## src/rtl/axi_reg_slice_pkg.sv

```systemverilog
// Shared AXI response encodings and error-statistics counter width.
// Used by axi_b_resp_buffer and its optional error counters.
package axi_reg_slice_pkg;

    typedef enum logic [1:0] {
        RESP_OKAY   = 2'b00,
        RESP_EXOKAY = 2'b01,
        RESP_SLVERR = 2'b10,
        RESP_DECERR = 2'b11
    } axi_resp_e;

    localparam int ERR_CNT_WIDTH = 16;

endpackage

```

## src/rtl/axi_sat_counter.sv

```systemverilog
// Saturating event counter with synchronous clear; clear has priority over an increment.
module axi_sat_counter #(
    parameter int WIDTH = 16
) (
    input  logic             aclk,
    input  logic             areset,
    input  logic             clr,
    input  logic             inc,
    output logic [WIDTH-1:0] count
);

    logic [WIDTH-1:0] count_q;
    logic [WIDTH-1:0] count_d;

    always_comb begin
        count_d = count_q;
        if (clr) begin
            count_d = '0;
        end else if (inc && (count_q != {WIDTH{1'b1}})) begin
            count_d = count_q + WIDTH'(1);
        end
    end

    always_ff @(posedge aclk) begin
        if (areset) begin
            count_q <= '0;
        end else begin
            count_q <= count_d;
        end
    end

    assign count = count_q;

endmodule

```

## src/rtl/axi_b_resp_buffer.sv

```systemverilog
// DEPTH-entry FIFO on the AXI write-response (B) channel, one cycle of latency, full throughput.
// Optional SLVERR/DECERR statistics are compiled in when AXI_B_ERR_STATS_EN is defined.
module axi_b_resp_buffer
    import axi_reg_slice_pkg::*;
#(
    parameter int ID_WIDTH   = 4,
    parameter int USER_WIDTH = 1,
    parameter int DEPTH      = 4
) (
    input  logic                       aclk,
    input  logic                       areset,
    input  logic                       bvalidm,
    output logic                       breadym,
    input  logic [ID_WIDTH-1:0]        bidm,
    input  logic [1:0]                 brespm,
    input  logic [USER_WIDTH-1:0]      buserm,
    output logic                       bvalids,
    input  logic                       breadys,
    output logic [ID_WIDTH-1:0]        bids,
    output logic [1:0]                 bresps,
    output logic [USER_WIDTH-1:0]      busers,
    output logic [$clog2(DEPTH+1)-1:0] occupancy
`ifdef AXI_B_ERR_STATS_EN
    ,
    input  logic                       err_clr,
    output logic [ERR_CNT_WIDTH-1:0]   slverr_cnt,
    output logic [ERR_CNT_WIDTH-1:0]   decerr_cnt
`endif
);

    localparam int PTR_W   = $clog2(DEPTH);
    localparam int OCC_W   = $clog2(DEPTH+1);
    localparam int ENTRY_W = ID_WIDTH + 2 + USER_WIDTH;

    logic [ENTRY_W-1:0] mem_q [DEPTH];
    logic [PTR_W-1:0]   wr_ptr_q, wr_ptr_d;
    logic [PTR_W-1:0]   rd_ptr_q, rd_ptr_d;
    logic [OCC_W-1:0]   occ_q, occ_d;
    logic               push;
    logic               pop;

    // Handshake outputs come from the occupancy register; areset masks them so
    // no beat is accepted or delivered in a cycle whose contents are discarded.
    assign breadym = (occ_q != OCC_W'(DEPTH)) && !areset;
    assign bvalids = (occ_q != '0) && !areset;

    assign push = bvalidm && breadym;
    assign pop  = bvalids && breadys;

    assign {bids, bresps, busers} = mem_q[rd_ptr_q];
    assign occupancy              = occ_q;

    // DEPTH is a power of two, so the pointers wrap by natural overflow.
    always_comb begin
        wr_ptr_d = wr_ptr_q + PTR_W'(push);
        rd_ptr_d = rd_ptr_q + PTR_W'(pop);
        occ_d    = occ_q + OCC_W'(push) - OCC_W'(pop);
    end

    always_ff @(posedge aclk) begin
        if (areset) begin
            wr_ptr_q <= '0;
            rd_ptr_q <= '0;
            occ_q    <= '0;
        end else begin
            wr_ptr_q <= wr_ptr_d;
            rd_ptr_q <= rd_ptr_d;
            occ_q    <= occ_d;
        end
    end

    always_ff @(posedge aclk) begin
        if (push) begin
            mem_q[wr_ptr_q] <= {bidm, brespm, buserm};
        end
    end

`ifdef AXI_B_ERR_STATS_EN
    logic [ERR_CNT_WIDTH-1:0] err_cnt [2];

    // Index 0 counts SLVERR, index 1 counts DECERR.
    for (genvar gi = 0; gi < 2; gi++) begin : gen_err_cnt
        localparam logic [1:0] CODE = (gi == 0) ? RESP_SLVERR : RESP_DECERR;

        axi_sat_counter #(
            .WIDTH (ERR_CNT_WIDTH)
        ) u_cnt (
            .aclk   (aclk),
            .areset (areset),
            .clr    (err_clr),
            .inc    (push && (brespm == CODE)),
            .count  (err_cnt[gi])
        );
    end

    assign slverr_cnt = err_cnt[0];
    assign decerr_cnt = err_cnt[1];
`endif

endmodule
```

## config.mk

```make
export PLATFORM = sky130hd
export DESIGN_NAME = axi_b_resp_buffer
export DESIGN_NICKNAME = d
export VERILOG_FILES = /design/src/rtl/axi_reg_slice_pkg.sv /design/src/rtl/axi_sat_counter.sv /design/src/rtl/axi_b_resp_buffer.sv
export SDC_FILE = /design/constraint.sdc
export NUM_CORES = 1
export LEC_CHECK = 0
export CORE_MARGIN = 4
export CORE_UTILIZATION = 30
export CTS_BUF_LIST = sky130_fd_sc_hd__clkbuf_8 sky130_fd_sc_hd__clkbuf_16
export DETAILED_ROUTE_END_ITERATION = 16
export MAX_ROUTING_LAYER = met4
export PLACE_DENSITY = 0.51
export SYNTH_ARGS = -nofsm -noshare
export SYNTH_HDL_FRONTEND = slang
export SYNTH_SLANG_ARGS = --single-unit
```

## constraint.sdc

```tcl
create_clock -name aclk -period 2.3 [get_ports aclk]
set_input_delay 0.345 -clock aclk [delete_from_list [all_inputs] [get_ports aclk]]
set_output_delay 0.345 -clock aclk [all_outputs]
set_load 0.1 [all_outputs]
```

## Word-level counts from Yosys, hierarchy flattened

Memory sizes are Yosys's and may differ from the RTL's. A register that Yosys moved wholly into a read port is not among the register bits.
Cells that the tools add are included.

- Add/sub/neg operators: 4
- Equality and inequality tests: 1
- Multiplexer cells: 3
- Reduce and logical (&&, ||, !) cells: 6

Operators with widths:

| operator | count |
|---|---|
| 2-bit by 1-bit adder with 2-bit output | 2 |
| 1-bit logical AND | 4 |
| 3-bit by 1-bit adder with 3-bit output | 1 |
| 3-bit != test (second input constant) | 1 |
| 3-bit nonzero test | 1 |
| 3-bit by 1-bit subtractor with 3-bit output | 1 |
| 1-bit 2-to-1 mux | 2 |
| 2-bit 2-to-1 mux | 1 |
| 1-bit zero test | 1 |

- Bits in registers: 7
- RAM bits: 28
- Output and inout bits: 12
- Logic and storage cells: 18
- Memories: 1

Memories:

| memory | words | width | rd ports | clocked after memory_dff | write ports | RTL line | source |
|---|---|---|---|---|---|---|---|
| mem_q | 4 | 7 | 1 | 1 | 1 | axi_b_resp_buffer.sv:35 | `logic [ENTRY_W-1:0] mem_q [DEPTH];` |

## Logic depth before layout (Yosys ltp)

- Word-level depth: 5
- Mapped depth: 8

## Worst setup path after synthesis

Ideal clock, no wire load.

- Path type: register to output
- Start point: register occ_q[1] (netlist: occupancy[1])
- End point: output port breadym
- Arrival: 2.736 ns
- Data required time: 1.955 ns
- Slack: -0.781 ns
- Stages on the path, launching flop included: 3
- Cell sequence: dfxtp_1 nor2_2 a21oi_1

- Word-level cells in the longest chain between the ends: 2

RTL lines:

| item | RTL line | source |
|---|---|---|
| from (decl) | axi_b_resp_buffer.sv:38 | `logic [OCC_W-1:0] occ_q, occ_d;` |
| from (signal assigned) | axi_b_resp_buffer.sv:64 | `occ_q <= '0;` |
| from (signal assigned) | axi_b_resp_buffer.sv:68 | `occ_q <= occ_d;` |
| 3-bit != test | axi_b_resp_buffer.sv:44 | `assign breadym = (occ_q != OCC_W'(DEPTH)) && !areset;` |
| 1-bit logical AND | axi_b_resp_buffer.sv:44 |  |
| to (decl) | axi_b_resp_buffer.sv:13 | `output logic breadym,` |

No other way between the ends.

## Final worst setup path

- Start point: register occ_q[1] (netlist: occupancy[1])
- End point: register occ_q[2] (netlist: occupancy[2])

- Word-level cells in the longest chain between the ends: 5
- Elaborated cells on any way between the ends: 8

RTL lines:

| item | RTL line | source |
|---|---|---|
| 3-bit != test | axi_b_resp_buffer.sv:44 |  |
| 1-bit logical AND | axi_b_resp_buffer.sv:44 |  |
| 1-bit logical AND | axi_b_resp_buffer.sv:47 | `assign push = bvalidm && breadym;` |
| 3-bit by 1-bit adder with 3-bit output | axi_b_resp_buffer.sv:57 | `occ_d = occ_q + OCC_W'(push) - OCC_W'(pop);` |
| 3-bit by 1-bit subtractor with 3-bit output (*) | axi_b_resp_buffer.sv:57 |  |

Mark *: on every way between the ends. The rest lies on a longest branch, timed or not.
A chain may end at the register's enable or synchronous reset.

==> out/metrics.csv <==
stage;metric;value;unit
worst_hold_path;worst min-delay path startpoint;wr_ptr_q[1]$_SDFF_PP0_;
synthesis;Post-synth EDFFs;28;
final_layout;Fillers;400;
floorplanning;row cnt;24;
timing;max_slew headroom;73.0;%
critical_path;worst path arrival time;2.15;ns
critical_path;CP max FO;7;
floorplanning;DIE AREA;5820;um2
cts;CTS tree;done;
timing;final period utilization;86.2;%
detailed_routing;per-cell routed wire length;15.2;um
cts;clock sinks;35;
grt;first-pass GRT wire length;3760;um
timing;TNS Setup;0;ns
critical_path;Critical Path RT;2.47;ns
floorplanning;Die Wd;76.3;um
cts;Post-CTS Setup Bufs;0;
floorplanning;chip height;76.3;um
timing;fmax;0.504;GHz
critical_path;worst r2r src;occupancy[1]$_SDFF_PP0_;
cts;H-tree depth;2;
detailed_routing;total number of vias;733;
synthesis;Post-Syn Instances;76;
final_layout;nets@finish;122;
cts;CTS hold repair buffers;0;
cts;Root Driver;clkbuf_8;
critical_path;CP endpoint kind;flip-flop;
critical_path;FF-to-FF path depth;8;
grt;GRT Residual Overflow;0;
critical_path;CP Launch Type;flip-flop;
worst_hold_path;Hold Path Depth;2;
timing;slew of the pin with the lowest slew margin;0.404;ns
job;max cap viols;0;
detailed_routing;Detailed Routing Iterations Pass 1;4;
final_layout;synthesis-to-layout area growth;34.7;%
place;quantity of I/O buffers inserted on ports;22;
grt;largest net degree at the start of global routing;11;
synthesis;Syn Area/Cell;18.4;um2
detailed_routing;DRC marker count from the first detailed-route iteration;38;
grt;vias in the first global route;754;
synthesis;Warnings, synthesis;0;
cts;clock transition at the registers of the reported paths;0.07;ns
timing;hold slack;0.573;ns
timing;Worst Slack Setup Final;0.317;ns
critical_path;register-to-register setup slack;0.32;ns
synthesis;Async S/R FF share, synth;0;%
floorplanning;core area;4440;um2
final_layout;diode count;0;
critical_path;Crit Path Class;reg -> reg;
synthesis;syn nets;90;
detailed_routing;vias per cell;4.58;
run_status;outcome;complete, no violations;
timing;Slew Viols, Final;0;
worst_hold_path;Hold Path Class;reg -> reg;
detailed_routing;antenna-violating nets left;0;
cts;Num CTS Buffers;5;
detailed_routing;Remaining DRCs;0;
cts;cts repair resizes;0;
timing;RSZ-0062 raised after global routing;no;
power;Lkg Pwr;0.667;nW
cts;Clk Latency, worst-skew pair;0.28;ns
final_layout;layout cell share with drive strength beyond 1;37.0;%
power;Power Density;1230;nW/um2
timing;Setup Viol. Count Final;0;
timing;Hold Fails Final Rpt;0;
synthesis;register area share after synthesis;70.1;%
place;Routability Congestion;0.712;
grt;initial antenna violation count;0;
timing;post-route minimum period;1.98;ns
grt;GRT Util Overall;9.06;%
timing;final clock skew;0.00263;ns
place;hpwl dp;1710;um
power;Worst IR Drop VDD;304;uV
synthesis;Mapped Area;1400;um2
synthesis;FF+latch count, synth;35;
place;Place WS;0.0548;ns
detailed_routing;Post-Route WL;2420;um
worst_hold_path;Worst Hold Endpoint;wr_ptr_q[1]$_SDFF_PP0_;
floorplanning;Boundary Pins;23;
critical_path;reg-to-reg endpoint;occupancy[2]$_SDFF_PP0_;
synthesis;post-synth cell types;22;
synthesis;Most used DFF post-synth;edfxtp_1;
floorplanning;Starting Density;31.5;%
cts;Max Buffers Root-to-Sink;2;
layout make-up:
type,instances,area [um2],area share [%]
clock buffer,5,68.8,3.65
clock inverter,2,8.76,0.465
inverter,1,3.75,0.199
multi-input combinational,37,405,21.5
sequential,35,985,52.3
tap,52,65.1,3.45
timing repair buffer,28,348,18.5
cells in the mapped netlist, types with 2 or more instances:
cell / count / area [um2]
mux4_2: 7 / 158
xnor2_1: 3 / 26.3
dfxtp_1: 7 / 140
clkbuf_1: 2 / 7.51
ha_1: 2 / 25.0
nor2b_1: 3 / 18.8
xor2_1: 3 / 26.3
nand2b_1: 2 / 12.5
and3b_1: 2 / 17.5
nor2_1: 6 / 22.5
edfxtp_1: 28 / 841
layout by cell type (no fill, tap or decap), drive strengths merged:
| master | n |
|---|---|
| nor3 | 1 |
| ha | 2 |
| inv | 1 |
| xor2 | 3 |
| dfxtp | 7 |
| o31ai | 1 |
| a21oi | 2 |
| nand2b | 2 |
| clkdlybuf4s50 | 10 |
| nor3b | 1 |
| fa | 1 |
| clkinv | 2 |
| nor2 | 7 |
| edfxtp | 28 |
| clkbuf | 5 |
| buf | 18 |
| mux4 | 7 |
| and3b | 2 |
| o311ai | 1 |
| and3 | 1 |
| xnor2 | 3 |
| nor2b | 3 |
state kept, by name, summed over array words and instances, names as in the netlist:
name       flops
mem_q         28
occupancy      3
rd_ptr_q       2
wr_ptr_q       2
logic make-up (layout without fill, tap and decap cells):
group / Yosys count / count (layout) / synth area share [%]
simple gates: 17 / 17 / 7.25
fa+ha+maj: 3 / 3 / 3.22
mux: 7 / 7 / 11.3
buf+inv: 4 / 36 / 1.34
compound gates: 4 / 4 / 3.04
flops: 35 / 35 / 70.1
xor+xnor: 6 / 6 / 3.76
metal layers:
| metal | part of all wire, % | up-vias | global-route usage (%) |
|---|---|---|---|
| li1 | - | 351 | - |
| met1 | 43 | 361 | 10.3 |
| met2 | 51 | 17 | 14.1 |
| met3 | 5.0 | 4 | 4.02 |
| met4 | 1.3 | 0 | 3.26 |
| met5 | 0 | - | - |
power breakdown:
group | total (mW) | internal (mW) | switching, mW
clock | 0.400 | 0.201 | 0.199
combinational | 1.12 | 0.410 | 0.713
sequential | 0.800 | 0.740 | 0.0602
through the flow:
step	power, mW	instances	util (%)	instance area [um2]
finish	2.32	160	42.4	1880
floorplan	1.58	76	-	1410
global placement	1.94	153	40.7	1810
CTS	2.36	160	42.4	1880
global route	2.42	160	42.4	1880
detailed placement	1.95	153	40.7	1810
worst max-delay path by stage:
stage,endpoint,slack [ns],start,cells past startpoint
after floorplan,occupancy[2]$_SDFF_PP0_,0.12,occupancy[1]$_SDFF_PP0_,8
after global placement,occupancy[2]$_SDFF_PP0_,0.09,areset,9
after detailed placement,occupancy[2]$_SDFF_PP0_,0.05,areset,9
after CTS,occupancy[2]$_SDFF_PP0_,0.32,occupancy[1]$_SDFF_PP0_,8
after global routing,occupancy[2]$_SDFF_PP0_,0.19,occupancy[1]$_SDFF_PP0_,8
final,occupancy[2]$_SDFF_PP0_,0.32,occupancy[1]$_SDFF_PP0_,8
worst max-delay path: stages (launching register included):
cell and delay [ns]:
dfxtp_2 0.36, o31ai_2 0.33, nor2_1 0.11, xor2_1 0.15
ha_1 0.20, fa_1 0.37, xnor2_1 0.17, xnor2_1 0.13
nor2_1 0.05
No activity file was read; power rests on OpenSTA's default activity.
